**config.mk**
```make
export PLATFORM = sky130hd
export DESIGN_NAME = lenet_fifo_reader
export DESIGN_NICKNAME = d
export VERILOG_FILES = /design/src/rtl/lenet_fifo_reader.sv
export SDC_FILE = /design/constraint.sdc
export NUM_CORES = 1
export LEC_CHECK = 0
export CAP_MARGIN = 20
export CELL_PAD_IN_SITES_DETAIL_PLACEMENT = 2
export CELL_PAD_IN_SITES_GLOBAL_PLACEMENT = 2
export CORE_UTILIZATION = 26
export CTS_CLUSTER_DIAMETER = 60
export DETAILED_ROUTE_END_ITERATION = 7
export GPL_TIMING_DRIVEN = 0
export PLACE_DENSITY = 0.61
export SETUP_SLACK_MARGIN = 0.2
export SLEW_MARGIN = 0
export SYNTH_ARGS = -nofsm -noshare
export SYNTH_HDL_FRONTEND = slang
export SYNTH_SLANG_ARGS = --single-unit
```
**constraint.sdc**
```tcl
create_clock -name clock -period 8.1 [get_ports clock]
set_input_delay 1.215 -clock clock [delete_from_list [all_inputs] [get_ports clock]]
set_output_delay 1.215 -clock clock [all_outputs]
set_load 0.05 [all_outputs]
```
**src/rtl/lenet_fifo_reader.sv**
```systemverilog
// Circular buffer between the LeNet conv engine and its consumer: strobed writes in,
// first-word fall-through valid/ready stream out, with frame-end marking and sticky error.
module lenet_fifo_reader #(
    parameter int IMAGE_PIXEL_WIDTH  = 8,
    parameter int KERNEL_PIXEL_WIDTH = 8,
    parameter int FIFO_DEPTH         = 9,
    localparam int DW = IMAGE_PIXEL_WIDTH + KERNEL_PIXEL_WIDTH,
    localparam int PW = (FIFO_DEPTH > 1) ? $clog2(FIFO_DEPTH) : 1,
    localparam int CW = $clog2(FIFO_DEPTH + 1)
) (
    input  logic          clock,
    input  logic          rst_n,
    input  logic          fifo_in,
    input  logic [DW-1:0] data_out,
    input  logic          done,
    input  logic          rd_ready,
    output logic          rd_valid,
    output logic [DW-1:0] rd_data,
    output logic          rd_last,
    output logic          fifo_full,
    output logic          fifo_empty,
    output logic [CW-1:0] count,
    output logic          frame_done,
    output logic          err
);

    localparam logic [PW-1:0] LAST_PTR  = PW'(FIFO_DEPTH - 1);
    localparam logic [CW-1:0] FULL_CNT  = CW'(FIFO_DEPTH);

    logic [DW-1:0] r_mem [FIFO_DEPTH];
    logic [PW-1:0] r_wptr;
    logic [PW-1:0] r_rptr;
    logic [CW-1:0] r_count;
    logic          r_last_pend;
    logic [PW-1:0] r_last_idx;
    logic          r_wr_since_last;
    logic          r_err;
    logic          r_frame_done;

    logic          w_wr_acc;
    logic          w_rd_fire;
    logic [PW-1:0] w_wptr_nxt;
    logic [PW-1:0] w_rptr_nxt;
    logic [PW-1:0] w_prev_idx;
    logic [PW-1:0] w_done_idx;
    logic          w_empty_done;

    assign fifo_full  = (r_count == FULL_CNT);
    assign fifo_empty = (r_count == '0);
    assign count      = r_count;
    assign err        = r_err;
    assign frame_done = r_frame_done;

    assign rd_valid = !fifo_empty;
    assign rd_data  = rd_valid ? r_mem[r_rptr] : '0;
    assign rd_last  = rd_valid && r_last_pend && (r_rptr == r_last_idx);

    // Full decision uses the registered count; a same-cycle read never frees the slot.
    assign w_wr_acc  = fifo_in && !fifo_full;
    assign w_rd_fire = rd_valid && rd_ready;

    assign w_wptr_nxt = (r_wptr == LAST_PTR) ? '0 : r_wptr + PW'(1);
    assign w_rptr_nxt = (r_rptr == LAST_PTR) ? '0 : r_rptr + PW'(1);
    assign w_prev_idx = (r_wptr == '0) ? LAST_PTR : r_wptr - PW'(1);
    assign w_done_idx = w_wr_acc ? r_wptr : w_prev_idx;

    assign w_empty_done = done && !r_last_pend && !r_wr_since_last && !w_wr_acc;

    always_ff @(posedge clock) begin
        if (w_wr_acc) begin
            r_mem[r_wptr] <= data_out;
        end
    end

    always_ff @(posedge clock or negedge rst_n) begin
        if (!rst_n) begin
            r_wptr          <= '0;
            r_rptr          <= '0;
            r_count         <= '0;
            r_last_pend     <= 1'b0;
            r_last_idx      <= '0;
            r_wr_since_last <= 1'b0;
            r_err           <= 1'b0;
            r_frame_done    <= 1'b0;
        end else begin
            if (w_wr_acc) begin
                r_wptr <= w_wptr_nxt;
            end
            if (w_rd_fire) begin
                r_rptr <= w_rptr_nxt;
            end

            case ({w_wr_acc, w_rd_fire})
                2'b10:   r_count <= r_count + CW'(1);
                2'b01:   r_count <= r_count - CW'(1);
                default: r_count <= r_count;
            endcase

            if (fifo_in && fifo_full) begin
                r_err <= 1'b1;
            end

            // A done that arrives while a last is still pending is dropped as a protocol error.
            if (done) begin
                r_wr_since_last <= 1'b0;
                if (r_last_pend) begin
                    r_err <= 1'b1;
                end else if (r_wr_since_last || w_wr_acc) begin
                    r_last_pend <= 1'b1;
                    r_last_idx  <= w_done_idx;
                end
            end else if (w_wr_acc) begin
                r_wr_since_last <= 1'b1;
            end

            if (w_rd_fire && rd_last) begin
                r_last_pend <= 1'b0;
            end

            r_frame_done <= (w_rd_fire && rd_last) || w_empty_done;
        end
    end

endmodule

```
==> results of run 1 <==
-- worst min-delay path by stage --
stage,slack [ns],startpoint,cells after the start,to
floorplan,0.49,r_last_idx[3]$_DFFE_PN0P_,1,r_last_idx[3]$_DFFE_PN0P_
global placement,0.47,err$_DFF_PN0_,1,err$_DFF_PN0_
detailed placement,0.51,err$_DFF_PN0_,1,err$_DFF_PN0_
CTS,0.54,err$_DFF_PN0_,1,err$_DFF_PN0_
global route,0.55,r_last_idx[3]$_DFFE_PN0P_,1,r_last_idx[3]$_DFFE_PN0P_
finish,0.53,r_last_idx[3]$_DFFE_PN0P_,1,r_last_idx[3]$_DFFE_PN0P_
-- layout by cell type (no fill, tap or decap), types with 2 or more instances in the layout --
master | synthesis | routed
a21oi_1 | 10 | 10
a221o_1 | 3 | 3
a22o_1 | 2 | 2
a22oi_1 | 2 | 2
buf_2 | 6 | 6
buf_4 | 2 | 2
buf_6 | 7 | 11
buf_8 | 0 | 8
clkbuf_1 | 7 | 7
clkbuf_16 | 0 | 17
clkdlybuf4s50_1 | 0 | 46
dfrtp_1 | 20 | 20
edfxtp_1 | 144 | 144
ha_1 | 9 | 9
inv_1 | 9 | 9
inv_2 | 3 | 3
inv_6 | 0 | 6
inv_8 | 0 | 4
mux4_2 | 32 | 32
nand2_1 | 12 | 12
nand2b_1 | 2 | 2
nand3b_1 | 2 | 2
nor2_1 | 11 | 9
nor2_2 | 0 | 2
nor2b_1 | 16 | 16
nor3_1 | 27 | 21
nor3_2 | 0 | 6
o21ai_1 | 10 | 10
o22ai_1 | 16 | 16
xnor2_1 | 4 | 4
xor2_1 | 5 | 5
-- through the flow --
stage	instance area (um2)	setup slack, ns	util	total power [mW]	hold slack (ns)
floorplan	6758	4.530	-	2.103	0.4947
global placement	7631	3.175	0.3013	2.548	0.4677
detailed placement	7831	4.118	0.3092	2.618	0.5146
CTS	8418	3.628	0.3324	3.435	0.5366
global route	8446	3.611	0.3335	3.553	0.5513
finish	8446	3.786	0.3335	3.383	0.5327
-- power by group --
group | switching (mW) | internal, mW
logic | 0.905 | 0.558
clock network | 0.371 | 0.439
registers | 0.0598 | 1.05
-- critical path: cells and delay by family (launching register included) --
kind                   cells  cell delay [ns]
buffers and inverters      3             1.45
flip-flops                 1             0.38
AND/OR/NAND/NOR            1             0.82
-- logic make-up after synthesis --
kind of cell               synth area share
muxes                                0.1122
DFF                                  0.7139
adders and majority gates           0.01666
and+or+nand+nor                     0.06795
xor gates and xnor gates            0.01166
buffers and inverters               0.02944
AOI/OAI and AO/OA                   0.04814
-- area by class of cell --
type,instances,area (um2)
buffer,23,153.9
inverter,12,45.04
clock buffer,17,425.4
sequential,164,4825
clock inverter,15,161.4
tap,330,412.9
timing repair buffer,59,653.1
multi-input combinational,184,1769
fill,2499,16880
-- per-layer routing --
| metal | vias up | global-route usage | wire (um) |
|---|---|---|---|
| met5 | - | 0 | 0 |
| met4 | 0 | 0.05480 | 304 |
| met3 | 17 | 0.02412 | 379 |
| met2 | 52 | 0.2261 | 8455 |
| met1 | 1989 | 0.1729 | 7584 |
| li1 | 1671 | - | - |
-- flip-flops by register name (all words and copies together) (netlist names) --
signal           flops
r_last_pend          1
frame_done           1
r_last_idx           4
count                4
r_mem              144
r_rptr               4
r_wr_since_last      1
err                  1
r_wptr               4
==> results_dict.tcl, run 1 <==
set metrics [dict create \
    numClockSinks 164 \
    cts_hold_buf 0 \
    drive_gt1_frac 0.2321 \
    htreeDepth 4 \
    ys_ff_latch 164 \
    slowest_delay_ns 0.86 \
    yosysUniqueCellTypes 46 \
    synth_area_leaders "edfxtp_1 64%, mux4_2 11%, dfrtp_1 7.4%" \
    power_density_nw_per_um2 400.6 \
    ioPinCount 47 \
    hold_class "flop to flop" \
    vias_per_cell 4.638 \
    cts_root_buffer "clkbuf_16" \
    r2r_cells 10 \
    yosys.area.top_type "edfxtp_1" \
    synth_nets 413 \
    grt_max_degree 21 \
    grt_pass1_vias 4223 \
    r2r_start "count[2]$_DFFE_PN0P_" \
    grt_first_pass_wirelength_um 25920 \
    path_class "flop to primary output" \
    cts_setup_buffers 0 \
    clock_skew_ns 0.02004 \
    wl_per_cell_um 20.80 \
    crit_slowest_cell "clkdlybuf4s50_1" \
    min_period_ns 4.314 \
    critPathArrivalTime_ns 3.10 \
    ys_seq_area_frac 0.7139 \
    groute.usage.overall 0.1354 \
    cts_tree "yes" \
    cp-end-kind "primary output" \
    crit_required_ns 6.88 \
    die_area_um2 26640 \
    synth_commonest_cells "144 x edfxtp_1, 32 x mux4_2, 27 x nor3_1, 20 x dfrtp_1" \
    initial_utilization 0.2668 \
    yosys_warnings 0 \
    r2r-end "count[2]$_DFFE_PN0P_" \
    hpwl_um 11370 \
    r2r_setup_slack_ns 5.49 \
    coreArea_um2 25330 \
    status "finished, final reports clean" \
    drc 0 \
    antenna_cells 0 \
    area_growth_syn_to_layout_pct 24.98 \
    crit_end "fifo_empty" \
    nets 491 \
    tightest_slew_ns 1.036 \
    fmax_ghz 0.2318 \
    syn_avg_cell_area_um2 17.64 \
    crit_fanout 10 \
    setup_tns_ns 0 \
    slew_headroom 0.3092 \
    finalMaxSlewViolations 0 \
    cts_buffer_depth 2 \
    gp_congestion 0.7523 \
    synth_edf_count 144 \
    synthMostInstantiatedCell "edfxtp_1" \
    grt_setup_unrepaired "false" \
    vdd_ir_drop_max_v 0.0001967 \
    synthArstFlopShare 0.1220 \
    grt_antenna_before_repair 0 \
    setup_viol 0 \
    drv_cap 0 \
    syn_area_um2 6758 \
    synth_top_area_share 0.6399 \
    drt-total-wl_um 16720 \
    p_leak_nw 2.813 \
    crit_start "count[2]$_DFFE_PN0P_" \
    placementRows 58 \
    drt_iter0_markers 177 \
    fin_crit_sh 0.5326 \
    netlist_instances 383 \
    post_cts_resized 0 \
    dp.cells 771 \
    path_cells "buf_4, nor4_4, buf_2, clkdlybuf4s50_1" \
    firstDrtPassIters 4 \
    die_y_um 163.2 \
    instances_no_fill 804 \
    drtAntennaViolNets 0 \
    setup.worst_path.start_class "flop" \
    vias 3729 \
    die_w_um 163.2 \
    clk_pin_slew_ns 0.07 \
    finalHoldViolCount 0 \
    synth_flop_cell "edfxtp_1" \
    clkLatencyLatePin_ns 0.44 \
    globalRoute.totalOverflow 0 \
    io_buffers 46 \
    cts_made_buffers 17 \
]
No activity file was read; power rests on OpenSTA's default activity.
==> inputs of run 2 (changes only) <==
--- a/config.mk
+++ b/config.mk
@@ -12,7 +12,7 @@
 export CTS_CLUSTER_DIAMETER = 60
 export DETAILED_ROUTE_END_ITERATION = 7
 export GPL_TIMING_DRIVEN = 0
-export PLACE_DENSITY = 0.61
+export PLACE_DENSITY = 0.63
 export SETUP_SLACK_MARGIN = 0.2
 export SLEW_MARGIN = 0
 export SYNTH_ARGS = -nofsm -noshare
==> constraint.sdc (replaced) <==
create_clock -name clock -period 3.5 [get_ports clock]
set_input_delay 0.525 -clock clock [delete_from_list [all_inputs] [get_ports clock]]
set_output_delay 0.525 -clock clock [all_outputs]
set_load 0.05 [all_outputs]
==> run 2 against run 1 <==
Core utilization down 0.29 points. Die area unchanged. Count of clock-buffer cells in the layout up 1. Wire length up 1.3%. Register-to-register slack worse by 4.6 ns. Sequential share of layout area up 0.50 points. Sequential cell count unchanged. Critical endpoint is now rd_last. Largest cell class unchanged. Highest routed layer unchanged.
==> results_dict.tcl, run 2 (same netlist as run 1, synthesis figures left out) <==
set metrics [dict create \
    finalMaxSlewViolations 0 \
    p_int_mw 4.594 \
    final_common_cell "edfxtp_1" \
    grt_setup_unrepaired "false" \
    cts_hold_buf 0 \
    initial_utilization 0.2668 \
    min_period_ns 3.125 \
    power_density_nw_per_um2 914.7 \
    regArea_um2 4825 \
    setup_viol 0 \
    groute.usage.overall 0.1384 \
    hold_slack_ns 0.3250 \
    drtAntennaViolNets 0 \
    antenna_cells 0 \
    vias_per_cell 4.623 \
    grt_first_pass_wirelength_um 26450 \
    seq_power_share 0.336 \
    finalHoldViolCount 0 \
    hold_class "primary input to async pin" \
    globalRoute.totalOverflow 0 \
    die_y_um 163.2 \
    clock_skew_ns 0.01098 \
    wl_per_cell_um 21.11 \
    grt_max_degree 21 \
    layout_common_cells "144 x edfxtp_1, 32 x mux4_2, 30 x clkdlybuf4s50_1" \
    path_class "flop to primary output" \
    drt_iter0_markers 163 \
    gp_congestion 0.7181 \
    cp-end-kind "primary output" \
    placementRows 58 \
    status "finished, final reports clean" \
    nets 489 \
    largest_reg_flops 144 \
    die_w_um 163.2 \
    crit_required_ns 2.97 \
    critPathArrivalTime_ns 2.60 \
    cts_buffer_depth 2 \
    drc 0 \
    die_area_um2 26640 \
    grt_pass1_vias 4300 \
    clk_pin_slew_ns 0.07 \
    drv_cap 0 \
    drive_gt1_frac 0.2436 \
    p_clk_frac 0.238 \
    hpwl_um 11680 \
    slowest_delay_ns 0.89 \
    multiInputGateArea_um2 1769 \
    p_sw_frac 0.4002 \
    fin_crit_sh 0.8927 \
    area_growth_syn_to_layout_pct 23.90 \
    totalPowerFinal_mw 7.658 \
    regMostFlops "r_mem" \
    power_switching_mw 3.065 \
    ioPinCount 47 \
    cts_root_buffer "clkbuf_16" \
    firstDrtPassIters 4 \
    setup.worst_path.start_class "flop" \
    numClockSinks 164 \
    slew_headroom 0.2793 \
    cts_tree "yes" \
    fmax_ghz 0.3200 \
    clkLatencyLatePin_ns 0.43 \
    p_leak_nw 2.811 \
    vdd_ir_drop_max_v 0.0004852 \
    critPathBufInv 3 \
    io_buffers 46 \
    cts_made_buffers 17 \
    path_cells "buf_4, buf_6, xor2_1, nor3_1, clkdlybuf4s50_1" \
    fillers 2554 \
    crit_family "buffers and inverters" \
    grt_antenna_before_repair 0 \
    pwr-share-comb 0.426 \
    vias 3708 \
    crit_fanout 10 \
    coreArea_um2 25330 \
    drt-total-wl_um 16930 \
    crit_slowest_cell "clkdlybuf4s50_1" \
    tightest_slew_ns 1.081 \
    htreeDepth 4 \
]
## run 2: changes by cell type in the layout (fill, tap and decap cells not counted), moves of 2 or more
cell and delta:
dlygate4sd2_1 +9, buf_4 +2, buf_8 -3, clkdlybuf4s50_1 -16
clkbuf_2 +6, dlygate4sd1_1 +2, buf_6 -2, inv_8 -2
## run 2: worst paths after layout
path	from	to	slack (ns)	cells past startpoint
worst max register to register	count[2]$_DFFE_PN0P_	count[2]$_DFFE_PN0P_	0.89	10
worst min register to register	err$_DFF_PN0_	err$_DFF_PN0_	0.51	1
worst max-delay path	r_rptr[0]$_DFFE_PN0P_	rd_last	0.38	5
max in group asynchronous	rst_n	r_last_idx[1]$_DFFE_PN0P_	2.80	2
min in group clock	err$_DFF_PN0_	err$_DFF_PN0_	0.51	1
worst min-delay path	rst_n	r_wptr[0]$_DFFE_PN0P_	0.32	1
## run 2: metrics by stage
step           setup TNS, ns  setup WS, ns    util  cells  area (um2)
2_1_floorplan              0        0.4635       -    383        6758
3_3_place_gp          -66.91       -0.8245  0.3013    759        7631
3_5_place_dp               0        0.1988  0.3076    767        7791
4_1_cts                    0        0.1289  0.3301    801        8359
5_1_grt                    0        0.2033  0.3306    802        8373
6_report                   0        0.3755  0.3306    802        8373
## run 2: layout make-up
class,instances,area share
plain buffers,23,0.01883
clock buffers,18,0.05126
clock inverters,14,0.01659
inverters,12,0.005380
multi-input cells,184,0.2113
flip-flops and latches,164,0.5762
well taps,330,0.04931
repair buffers,57,0.07113
## run 2: metal layers
layer | wire length [um] | part of all wire | global-route usage
met2 | 8709 | 0.51 | 0.2390
met4 | 227 | 0.013 | 0.04376
met1 | 7551 | 0.45 | 0.1746
met3 | 445 | 0.026 | 0.02514
met5 | 0 | 0 | 0
## run 2: power groups by stage
| stage | Sequential (mW) | Clock (mW) | Combinational [mW] |
|---|---|---|---|
| after global routing | 2.61 | 1.93 | 3.50 |
| after CTS | 2.58 | 1.87 | 3.33 |
| after floorplan | 2.67 | 0 | 2.19 |
| after global placement | 2.61 | 0 | 3.28 |
| final | 2.58 | 1.82 | 3.26 |
| after detailed placement | 2.62 | 0 | 3.44 |
## run 2: worst reg2reg max path: cells and delay by family (launching register included)
kind / cells / cell delay [ns]
compound gates: 2 / 0.76
xor+xnor: 3 / 0.49
fa+ha+maj: 2 / 0.49
buf+inv: 2 / 0.32
flops: 1 / 0.38
simple gates: 1 / 0.06
## run 2: repair_timing
action | 4_1_cts | 5_1_grt
hold endpoints to repair | 0 | 0
setup buffers | 2 | 0
gates resized for setup | 21 | 18
endpoints found under the setup margin | 19 | 13
gates cloned | 0 | 0
pin swaps | 1 | 0
==> inputs of run 3 (changes only) <==
--- a/config.mk
+++ b/config.mk
@@ -12,6 +12,7 @@
 export CTS_CLUSTER_DIAMETER = 60
 export DETAILED_ROUTE_END_ITERATION = 7
 export GPL_TIMING_DRIVEN = 0
+export MAX_ROUTING_LAYER = met4
 export PLACE_DENSITY = 0.63
 export SETUP_SLACK_MARGIN = 0.2
 export SLEW_MARGIN = 0
==> run 3 against run 2 <==
First-iteration DRC count rose by 17%. Sequential power is essentially flat. Sequential cell count unchanged. Clock power barely moved. Die area did not move. Wire length barely moved. Via count decreased by 1.0%. Count of clock-buffer cells in the layout is the same. Fmax rose by 0.43%. Non-clock buffer count is the same. Highest routed layer unchanged. Cell count unchanged.
==> results_dict.tcl, run 3 (same netlist as run 1, synthesis figures left out) <==
set metrics [dict create \
    status "finished, final reports clean" \
    critPathBufInv 3 \
    min_period_ns 3.111 \
    fmax_ghz 0.3214 \
    wl_per_cell_um 21.11 \
    r2r_start "count[2]$_DFFE_PN0P_" \
    path_cells "buf_4, buf_6, xor2_1, nor3_1, clkdlybuf4s50_1" \
    slew_headroom 0.2740 \
    clock_skew_ns 0.01153 \
    p_leak_nw 2.811 \
    crit_family "buffers and inverters" \
    ioPinCount 47 \
    finalMaxSlewViolations 0 \
    crit_fanout 10 \
    drv_cap 0 \
    r2r_setup_slack_ns 0.89 \
    die_y_um 163.2 \
    die_area_um2 26640 \
    hpwl_um 11680 \
    vias 3671 \
    drc 0 \
    finalHoldViolCount 0 \
    placed_cell_area_um2 7791 \
    drt_iter0_markers 191 \
    cp-end-kind "primary output" \
    slowest_delay_ns 0.88 \
    grt_antenna_before_repair 0 \
    tightest_slew_ns 1.089 \
    htreeDepth 4 \
    crit_required_ns 2.97 \
    path_class "flop to primary output" \
    regArea_um2 4825 \
    cts_made_buffers 17 \
    clkLatencyLatePin_ns 0.43 \
    critPathArrivalTime_ns 2.59 \
    vias_per_cell 4.577 \
    grt_first_pass_wirelength_um 26430 \
    nets 489 \
    vdd_ir_drop_max_v 0.0004852 \
    antenna_cells 0 \
    die_w_um 163.2 \
    setup_viol 0 \
    hold_class "primary input to async pin" \
    cts_tree "yes" \
    grt_setup_unrepaired "false" \
    drive_gt1_frac 0.2436 \
    groute.usage.overall 0.1425 \
    grt_pass1_vias 4300 \
    r2r_cells 10 \
    layout_common_cells "144 x edfxtp_1, 32 x mux4_2, 30 x clkdlybuf4s50_1" \
    hold_slack_ns 0.3287 \
    grt_max_degree 21 \
    drt-total-wl_um 16930 \
    power_density_nw_per_um2 914.3 \
    largest_reg_flops 144 \
    setup.worst_path.start_class "flop" \
    gp_congestion 0.7265 \
    cts_hold_buf 0 \
    fin_crit_sh 0.8889 \
    fillers 2554 \
    cts_buffer_depth 2 \
    drtAntennaViolNets 0 \
    cts_root_buffer "clkbuf_16" \
    area_growth_syn_to_layout_pct 23.90 \
    crit_slowest_cell "clkdlybuf4s50_1" \
    globalRoute.totalOverflow 0 \
    numClockSinks 164 \
    r2r-end "count[2]$_DFFE_PN0P_" \
    totalPowerFinal_mw 7.656 \
    initial_utilization 0.2668 \
    regMostFlops "r_mem" \
    firstDrtPassIters 4 \
    placementRows 58 \
    io_buffers 46 \
    clk_pin_slew_ns 0.07 \
    multiInputGateArea_um2 1769 \
    final_common_cell "edfxtp_1" \
    coreArea_um2 25330 \
    post-route-cell-area_um2 8373 \
]
==> run 3: worst max path at each step <==
stage               depth (start not counted)                   from  slack, ns                endpoint
floorplan                                   6   count[1]$_DFFE_PN0P_       0.46   r_mem[3][0]$_DFFE_PP_
global placement                            5                fifo_in      -0.82  r_mem[1][11]$_DFFE_PP_
detailed placement                          6  r_rptr[1]$_DFFE_PN0P_       0.20             rd_data[10]
CTS                                         6  r_rptr[3]$_DFFE_PN0P_       0.13             rd_data[10]
global route                                6  r_rptr[2]$_DFFE_PN0P_       0.20              rd_data[1]
finish                                      5  r_rptr[0]$_DFFE_PN0P_       0.39                 rd_last
==> run 3: layer usage <==
metal	vias to the layer above	routed length, um	global-route usage
li1	1666	-	-
met1	1943	7641	0.1750
met2	50	8741	0.2386
met3	12	350	0.02463
met4	0	193	0.04376
met5	-	0	-
==> run 3: through the flow <==
stage | TNS [ns] | utilization | setup WS (ns) | std cells
after detailed placement | 0 | 0.3076 | 0.1988 | 767
after floorplan | 0 | - | 0.4635 | 383
after global placement | -66.91 | 0.3013 | -0.8245 | 759
final | 0 | 0.3306 | 0.3888 | 802
after global routing | 0 | 0.3306 | 0.2036 | 802
after CTS | 0 | 0.3301 | 0.1289 | 801
==> run 3: cell type report <==
class / instances / share of cell area
clock inverter: 14 / 0.01659
clock buffer: 18 / 0.05126
multi-input combinational: 184 / 0.2113
tap: 330 / 0.04931
sequential: 164 / 0.5762
timing repair buffer: 57 / 0.07113
inverter: 12 / 0.005380
buffer: 23 / 0.01883
==> run 3: timing repair <==
| item | in CTS | in global routing |
|---|---|---|
| buffers inserted | 2 | 0 |
| pin swaps | 1 | 0 |
| gates resized for setup | 21 | 18 |
| cloned | 0 | 0 |
| endpoints found under the setup margin | 19 | 13 |
| endpoints found under the hold margin | 0 | 0 |
==> run 3: power by group <==
| group | switching, mW | leakage, nW | internal (mW) |
|---|---|---|---|
| clock network | 0.813 | 0.278 | 1.00 |
| logic | 2.11 | 0.992 | 1.16 |
| registers | 0.144 | 1.54 | 2.43 |
| total | 3.06 | 2.81 | 4.59 |
==> run 3: worst register-to-register path: cells and delay by family (launching register included) <==
family,cells,cell delay (ns)
simple gates,1,0.06
flops,1,0.38
xor+xnor,3,0.48
compound gates,2,0.76
fa+ha+maj,2,0.48
buf+inv,2,0.32
